## config.mk

```make
export PLATFORM = sky130hd
export DESIGN_NAME = sram_burst_ctrl_flat
export DESIGN_NICKNAME = d
export VERILOG_FILES = /design/src/rtl/sram_burst_ctrl_pkg.sv /design/src/rtl/single_port_ram_intf.sv /design/src/rtl/sram_rd_fifo.sv /design/src/rtl/sram_burst_ctrl.sv /design/src/flat_wrapper.sv
export SDC_FILE = /design/constraint.sdc
export NUM_CORES = 1
export LEC_CHECK = 0
export ABC_AREA = 1
export CORE_AREA = 2 2 100 102
export DETAILED_ROUTE_END_ITERATION = 7
export DIE_AREA = 0 0 102 104
export GPL_TIMING_DRIVEN = 1
export MAX_ROUTING_LAYER = met4
export PLACE_DENSITY = 0.78
export SLEW_MARGIN = 20
export SYNTH_ARGS = -nofsm -noshare
export SYNTH_HDL_FRONTEND = slang
export SYNTH_SLANG_ARGS = --single-unit
```

## constraint.sdc

```tcl
create_clock -name clk -period 1.7 [get_ports clk]
set_input_delay 0.255 -clock clk [delete_from_list [all_inputs] [get_ports clk]]
set_output_delay 0.255 -clock clk [all_outputs]
set_load 0.005 [all_outputs]
```

## src/rtl/sram_burst_ctrl_pkg.sv

```systemverilog
// Shared types and constants for the SRAM burst controller.
package sram_burst_pkg;

    typedef enum logic [1:0] {
        IDLE  = 2'd0,
        WRITE = 2'd1,
        READ  = 2'd2,
        DRAIN = 2'd3
    } state_e;

    // SRAM read data appears one cycle after the issue (oe cycle).
    localparam int RD_LATENCY = 1;
    // Output FIFO depth; also the total read credit (buffered + in flight).
    localparam int BUF_DEPTH  = 2;

endpackage

```

## src/rtl/single_port_ram_intf.sv

```systemverilog
// Single-port SRAM bus: cs/oe strobes, active-low write request, 1-cycle read.
interface single_port_ram_intf #(
    parameter int AW = 8,
    parameter int DW = 32
);
    logic          cs;
    logic          oe;
    logic          W_req;
    logic [AW-1:0] addr;
    logic [DW-1:0] W_data;
    logic [DW-1:0] R_data;

    modport controller (output cs, oe, W_req, addr, W_data, input R_data);
    modport target     (input cs, oe, W_req, addr, W_data, output R_data);
endinterface

```

## src/rtl/sram_rd_fifo.sv

```systemverilog
// Two-entry read-data FIFO; push and pop may happen in the same cycle.
module sram_rd_fifo #(
    parameter int DataWidth = 32
) (
    input  logic                 clk,
    input  logic                 rstn,
    input  logic                 push_i,
    input  logic [DataWidth-1:0] data_i,
    input  logic                 pop_i,
    output logic [DataWidth-1:0] data_o,
    output logic                 valid_o,
    output logic [1:0]           count_o
);
    logic [DataWidth-1:0] data_q [2];
    logic                 wr_q, rd_q;
    logic [1:0]           cnt_q;
    logic                 push_ok, pop_ok;

    assign pop_ok  = pop_i & (cnt_q != 2'd0);
    assign push_ok = push_i & ((cnt_q != 2'd2) | pop_ok);

    // Storage, pointers and occupancy.
    always_ff @(posedge clk or negedge rstn) begin
        if (!rstn) begin
            data_q[0] <= '0;
            data_q[1] <= '0;
            wr_q      <= 1'b0;
            rd_q      <= 1'b0;
            cnt_q     <= 2'd0;
        end else begin
            if (push_ok) begin
                data_q[wr_q] <= data_i;
                wr_q         <= ~wr_q;
            end
            if (pop_ok) rd_q <= ~rd_q;
            cnt_q <= cnt_q + {1'b0, push_ok} - {1'b0, pop_ok};
        end
    end

    assign data_o  = data_q[rd_q];
    assign valid_o = (cnt_q != 2'd0);
    assign count_o = cnt_q;

endmodule

```

## src/rtl/sram_burst_ctrl.sv

```systemverilog
// Burst controller driving a single-port parameter SRAM.
// Write beats go straight to the SRAM; reads are credit-limited into a
// 2-entry FIFO so backpressure never loses a word.
// Optional macro SRAM_BURST_BOUND_CHK_EN: drop bursts that run past the end
// of the SRAM and pulse err instead of wrapping.
module sram_burst_ctrl import sram_burst_pkg::*; #(
    parameter int Words     = 4,
    parameter int AddrWidth = $clog2(Words),
    parameter int DataWidth = 32
) (
    input  logic                 clk,
    input  logic                 rstn,
    input  logic                 cmd_valid,
    output logic                 cmd_ready,
    input  logic                 cmd_write,
    input  logic [AddrWidth-1:0] cmd_base,
    input  logic [AddrWidth-1:0] cmd_len,
    input  logic                 wdata_valid,
    output logic                 wdata_ready,
    input  logic [DataWidth-1:0] wdata,
    output logic                 rdata_valid,
    input  logic                 rdata_ready,
    output logic [DataWidth-1:0] rdata,
    output logic                 busy,
    output logic                 done,
    output logic                 err,
    single_port_ram_intf.controller mem
);
    state_e               state_q, state_d;
    logic [AddrWidth-1:0] ptr_q, ptr_d, beat_q, beat_d, len_q, len_d;
    logic                 inflight_q, wr_done_q, wr_done_d;
    logic                 cmd_acc, wr_beat, rd_issue, pop, drain_fin, bound_bad;
    logic [1:0]           fifo_cnt;
    logic [2:0]           used, room;

    assign cmd_ready   = (state_q == IDLE) & rstn;
    assign cmd_acc     = cmd_valid & cmd_ready;
    assign busy        = (state_q != IDLE);
    assign wdata_ready = (state_q == WRITE);
    assign wr_beat     = (state_q == WRITE) & wdata_valid;
    assign pop         = rdata_valid & rdata_ready;

    // Credit: a pop this cycle frees a slot, keeping 1 word/cycle streaming.
    assign used     = {1'b0, fifo_cnt} + {2'b0, inflight_q};
    assign room     = 3'(BUF_DEPTH) + {2'b0, pop};
    assign rd_issue = (state_q == READ) && (used < room);

    assign drain_fin = (state_q == DRAIN) && !inflight_q && (fifo_cnt == 2'd1) && pop;
    assign done      = wr_done_q | drain_fin;

`ifdef SRAM_BURST_BOUND_CHK_EN
    logic err_q;
    assign bound_bad = ({1'b0, cmd_base} + {1'b0, cmd_len} + (AddrWidth+1)'(1))
                       > (AddrWidth+1)'(Words);
    // Rejected command reports one cycle after acceptance.
    always_ff @(posedge clk or negedge rstn) begin
        if (!rstn) err_q <= 1'b0;
        else       err_q <= cmd_acc & bound_bad;
    end
    assign err = err_q;
`else
    assign bound_bad = 1'b0;
    assign err       = 1'b0;
`endif

    // SRAM strobes: write beats and read issues are combinational; oe marks the
    // data-return cycle of the previous issue.
    assign mem.cs     = wr_beat | rd_issue;
    assign mem.W_req  = ~wr_beat;
    assign mem.oe     = inflight_q;
    assign mem.W_data = wr_beat ? wdata : '0;

    // Zero-extend the word pointer onto the bus address; idle bus sits at 0.
    always_comb begin
        mem.addr = '0;
        if (wr_beat | rd_issue) mem.addr[AddrWidth-1:0] = ptr_q;
    end

    // Burst FSM next-state and pointer/beat bookkeeping.
    always_comb begin
        state_d   = state_q;
        ptr_d     = ptr_q;
        beat_d    = beat_q;
        len_d     = len_q;
        wr_done_d = 1'b0;
        case (state_q)
            IDLE: if (cmd_acc && !bound_bad) begin
                ptr_d   = cmd_base;
                beat_d  = '0;
                len_d   = cmd_len;
                state_d = cmd_write ? WRITE : READ;
            end
            WRITE: if (wr_beat) begin
                ptr_d  = ptr_q + 1'b1;
                beat_d = beat_q + 1'b1;
                if (beat_q == len_q) begin
                    state_d   = IDLE;
                    wr_done_d = 1'b1;
                end
            end
            READ: if (rd_issue) begin
                ptr_d  = ptr_q + 1'b1;
                beat_d = beat_q + 1'b1;
                if (beat_q == len_q) state_d = DRAIN;
            end
            DRAIN: if (drain_fin) state_d = IDLE;
            default: state_d = IDLE;
        endcase
    end

    // State registers; reset aborts any burst without a done pulse.
    always_ff @(posedge clk or negedge rstn) begin
        if (!rstn) begin
            state_q    <= IDLE;
            ptr_q      <= '0;
            beat_q     <= '0;
            len_q      <= '0;
            inflight_q <= 1'b0;
            wr_done_q  <= 1'b0;
        end else begin
            state_q    <= state_d;
            ptr_q      <= ptr_d;
            beat_q     <= beat_d;
            len_q      <= len_d;
            inflight_q <= rd_issue;
            wr_done_q  <= wr_done_d;
        end
    end

    sram_rd_fifo #(.DataWidth(DataWidth)) u_fifo (
        .clk     (clk),
        .rstn    (rstn),
        .push_i  (inflight_q),
        .data_i  (mem.R_data),
        .pop_i   (pop),
        .data_o  (rdata),
        .valid_o (rdata_valid),
        .count_o (fifo_cnt)
    );

endmodule

```

## src/flat_wrapper.sv

```systemverilog
// flat-port wrapper written by rule: the top's interface ports become plain ports
module sram_burst_ctrl_flat import sram_burst_pkg::*;
#(
    parameter int Words     = 4,
    parameter int AddrWidth = $clog2(Words),
    parameter int DataWidth = 32
)
  (clk, rstn, cmd_valid, cmd_ready, cmd_write, cmd_base, cmd_len, wdata_valid, wdata_ready, wdata, rdata_valid, rdata_ready, rdata, busy, done, err, mem_cs, mem_oe, mem_W_req, mem_addr, mem_W_data, mem_R_data);
  single_port_ram_intf #(.AW(8), .DW(32)) mem_i ();
  input  logic clk;
  input  logic rstn;
  input  logic cmd_valid;
  output logic cmd_ready;
  input  logic cmd_write;
  input  logic [AddrWidth-1:0] cmd_base;
  input  logic [AddrWidth-1:0] cmd_len;
  input  logic wdata_valid;
  output logic wdata_ready;
  input  logic [DataWidth-1:0] wdata;
  output logic rdata_valid;
  input  logic rdata_ready;
  output logic [DataWidth-1:0] rdata;
  output logic busy;
  output logic done;
  output logic err;
  output wire logic [$bits(mem_i.cs)-1:0] mem_cs;
  output wire logic [$bits(mem_i.oe)-1:0] mem_oe;
  output wire logic [$bits(mem_i.W_req)-1:0] mem_W_req;
  output wire logic [$bits(mem_i.addr)-1:0] mem_addr;
  output wire logic [$bits(mem_i.W_data)-1:0] mem_W_data;
  input wire logic [$bits(mem_i.R_data)-1:0] mem_R_data;
  assign mem_cs = mem_i.cs;
  assign mem_oe = mem_i.oe;
  assign mem_W_req = mem_i.W_req;
  assign mem_addr = mem_i.addr;
  assign mem_W_data = mem_i.W_data;
  assign mem_i.R_data = mem_R_data;
  sram_burst_ctrl #(.Words(Words), .AddrWidth(AddrWidth), .DataWidth(DataWidth)) u_core (.clk(clk), .rstn(rstn), .cmd_valid(cmd_valid), .cmd_ready(cmd_ready), .cmd_write(cmd_write), .cmd_base(cmd_base), .cmd_len(cmd_len), .wdata_valid(wdata_valid), .wdata_ready(wdata_ready), .wdata(wdata), .rdata_valid(rdata_valid), .rdata_ready(rdata_ready), .rdata(rdata), .busy(busy), .done(done), .err(err), .mem(mem_i));
endmodule
```

==> impl_metrics.toml <==
[outcome]
run_status = "complete, but fails checks"
violations = "negative setup slack"

[critical_path]
cell_with_the_largest_stage_delay_on_the_worst_path = "sky130_fd_sc_hd__dfrtp_1"
worstPathRequired_ns = 1.44
timing.critical_path.to_type = "output port"
arrival_ns = 1.70
setup.worst_path.end = "mem_W_data[24]"
critical_path.startpoint_type = "register"
worst-r2r-setup-slack_ns = -0.08
critical_path.max_stage_delay_ns = 0.41
r2r_start = "u_core.state_q[0]$_DFFE_PN0P_"
critical_path.cell_chain = "inv_2 > ha_4 > nand2_8 > buf_16 > buf_6 > buf_6 > nor2_4 > buf_2"
crit_top_cell = "sky130_fd_sc_hd__buf_6"
critPathMaxFanout = 4
critPathLaunch = "u_core.state_q[1]$_DFFE_PN0P_"
reg2reg_depth = 12
capturing_point_of_the_worst_reg2reg_path = "u_core.state_q[0]$_DFFE_PN0P_"
crit_path_class = "reg2out"

[route]
total_vias_in_the_final_route = 4221
drc = 0
routed_wl_um = 13200
antenna_violating_nets_post_route = 0
drt-initial-drc-count = 232
routedWlPerCell_um = 15.1
routed_via_density = 4.85
drt-pass1-iter-count = 5

[synth]
share_of_synthesized_area_occupied_by_flip_flops_and_latches_pct = 48.0
average_cell_area_after_synthesis_um2 = 7.56
synthesis.yosys.warnings = 0
postSynth.topFlopCell = "sky130_fd_sc_hd__dfrtp_1"
synth_edf_count = 0
synth_cell_type_count = 23
ys_seq_elements = 78
mappedNetlistArea_um2 = 4070
postSynth.asyncResetShare_pct = 100
postSynthCellCount = 538

[finish]
diodes = 0
final_layout_size_suffix_gt1_share_pct = 32.4
fin_nets = 815
syn_to_final_growth_pct = 64.1

[die]
floorplan.rows = 36
fp.dieArea_um2 = 10600
initial_core_utilization_pct = 42.6
dieHeight_um = 104
pin_count = 155
placeableCoreArea_um2 = 9550
fp.dieW_um = 102

[place]
gp_congestion = 0.847
buffer_ports.inserted = 147
dp_worst_setup_slack_ns = -0.358
place.detailed.hpwl_um = 7370

[timing]
final_hold_viol_count = 0
timing.max_slew.rel_slack_pct = 38.6
period_share_pct = 115
timing.clock.skew_ns = 0.0147
rsz0062_at_grt = "yes"
slew_violations = 0
worst_pin_slew_ns = 0.921
max_freq_mhz = 510
finalSetupViolations = 40
timing.final.ws_setup_ns = -0.260
fin_tns_setup_ns = -6.23
post-route-min-period_ns = 1.96

[power]
leakagePower_uw = 0.00357
ir_worst_vdd_v = 0.000992
power-per-cell-area_nw_per_um2 = 1670
design_power_total_uw = 11100

[global_route]
globalRouteOverflowTotal = 0
grt_max_degree = 73
gr-usage-all-layers_pct = 23.6
antenna_found_initial = 0
number_of_global_route_vias_before_repair = 4068
wire_length_of_the_first_global_routing_pass_um = 19600

[clocking]
clock_insertion_delay_worst_skew_ns = 0.35
cts-htree-levels = 3
clock_buffer_count_from_cts = 9
clock_pin_slew_worst_setup_and_hold_paths_ns = 0.08
cts_root_buffer = "sky130_fd_sc_hd__clkbuf_8"
clockBufferDepth = 2
cts_tree = "yes"
cts_num_sinks = 78

[job]
maxCapViolCount = 0

[hold_path]
worstHoldPathType = "in2async"
synthesized netlist by cell type (2+ instances only):
| master | n | share of area (%) |
|---|---|---|
| sky130_fd_sc_hd__inv_1 | 89 | 8.2 |
| sky130_fd_sc_hd__xor2_1 | 2 | 0.43 |
| sky130_fd_sc_hd__dfrtp_1 | 78 | 48 |
| sky130_fd_sc_hd__clkbuf_1 | 17 | 1.6 |
| sky130_fd_sc_hd__nor2_1 | 41 | 3.8 |
| sky130_fd_sc_hd__o21ai_0 | 39 | 4.8 |
| sky130_fd_sc_hd__nand2_1 | 194 | 18 |
| sky130_fd_sc_hd__nand3_2 | 2 | 0.49 |
| sky130_fd_sc_hd__buf_6 | 6 | 1.7 |
| sky130_fd_sc_hd__o21ai_2 | 23 | 5.0 |
| sky130_fd_sc_hd__buf_4 | 7 | 1.3 |
| sky130_fd_sc_hd__nand3_1 | 6 | 0.74 |
| sky130_fd_sc_hd__o21bai_1 | 2 | 0.37 |
| sky130_fd_sc_hd__ha_1 | 9 | 2.8 |
| sky130_fd_sc_hd__a21oi_1 | 7 | 0.86 |
| sky130_fd_sc_hd__o21ai_1 | 9 | 1.1 |
how the worst min path moves through the flow:
stage / start / slack [ns] / end
after floorplan: rstn / -0.04 / u_core.beat_q[0]$_DFFE_PN0P_
after detailed placement: rstn / 0.09 / u_core.beat_q[1]$_DFFE_PN0P_
final: rstn / 0.29 / u_core.len_q[1]$_DFFE_PN0P_
after global routing: rstn / 0.29 / u_core.beat_q[0]$_DFFE_PN0P_
after CTS: rstn / 0.27 / u_core.len_q[1]$_DFFE_PN0P_
after global placement: rstn / 0.09 / u_core.beat_q[0]$_DFFE_PN0P_
metal layers:
| layer | vias up | routed length, um | global-route usage, % |
|---|---|---|---|
| met4 | 0 | 296 | 5.05 |
| met2 | 198 | 6750 | 39.0 |
| met5 | - | 0 | - |
| met1 | 2003 | 5270 | 30.6 |
| li1 | 1993 | - | - |
| met3 | 27 | 836 | 3.90 |
flip-flops by register name, indices dropped and copies added (netlist names), 2 cells and up:
| register | cells |
|---|---|
| u_core.beat_q | 2 |
| u_core.len_q | 2 |
| u_core.u_fifo.data_q | 64 |
| u_core.u_fifo.count_o | 2 |
| u_core.state_q | 2 |
| u_core.ptr_q | 2 |
final cells by class:
cell class | count | area (um^2)
multi-input cells | 346 | 2030
fillers | 706 | 2880
flip-flops and latches | 78 | 1950
clock inverters | 6 | 109
repair buffers | 207 | 1950
clock buffers | 10 | 128
inverters | 90 | 340
well taps | 133 | 166
worst max-delay path: cells and delay by family, from the launching register on:
family,cells,cell delay (ns)
fa+ha+maj,1,0.18
buf+inv,5,0.58
flops,1,0.41
simple gates,2,0.19
metrics by stage:
step	hold slack, ns	util [%]	instances	area, um^2
final	0.288	69.9	870	6670
after global placement	0.0928	60.9	821	5820
after CTS	0.270	68.7	872	6560
after floorplan	-0.0406	-	544	4090
after detailed placement	0.0948	60.9	821	5820
after global routing	0.292	69.9	870	6670
cells by family after synthesis:
family / synth area share (%)
AND/OR/NAND/NOR: 23.4
XOR/XNOR: 0.646
buffers and inverters: 12.8
other: 0.0922
adder cells (fa/ha/maj): 2.77
flip-flops: 48.0
AO/OA/AOI/OAI: 12.3
placed cells by master, fill, tap and decap left out, drive strengths merged:
cell	netlist	routed
xor2	2	2
clkinv	0	2
o21bai	2	2
a22oi	1	1
xnor2	1	1
a21oi	7	7
nand4	1	1
dlygate4sd2	0	1
dlymetal6s2s	0	1
clkbuf	17	26
dlygate4sd3	0	1
inv	90	91
clkdlybuf4s15	0	1
dfrtp	78	78
or2	1	1
nand3	8	8
nor2	41	41
ha	9	9
buf	13	115
o21ai	71	71
clkdlybuf4s50	0	72
conb	1	7
bufinv	0	3
nand2	195	195
repair_timing:
item                                    4_1_cts  5_1_grt
hold buffers                                  1        0
cloned                                        9        1
endpoints found under the setup margin       75       78
endpoints found under the hold margin         6        0
pin swaps                                    10       20
resized for setup                           340       92
buffers inserted                             25        7
power by group:
group / internal (uW) / total (uW) / switching [uW]
clock: 977 / 1690 / 709
combinational: 3100 / 6270 / 3170
sequential: 2670 / 3160 / 493
No activity file was read; power rests on OpenSTA's default activity.
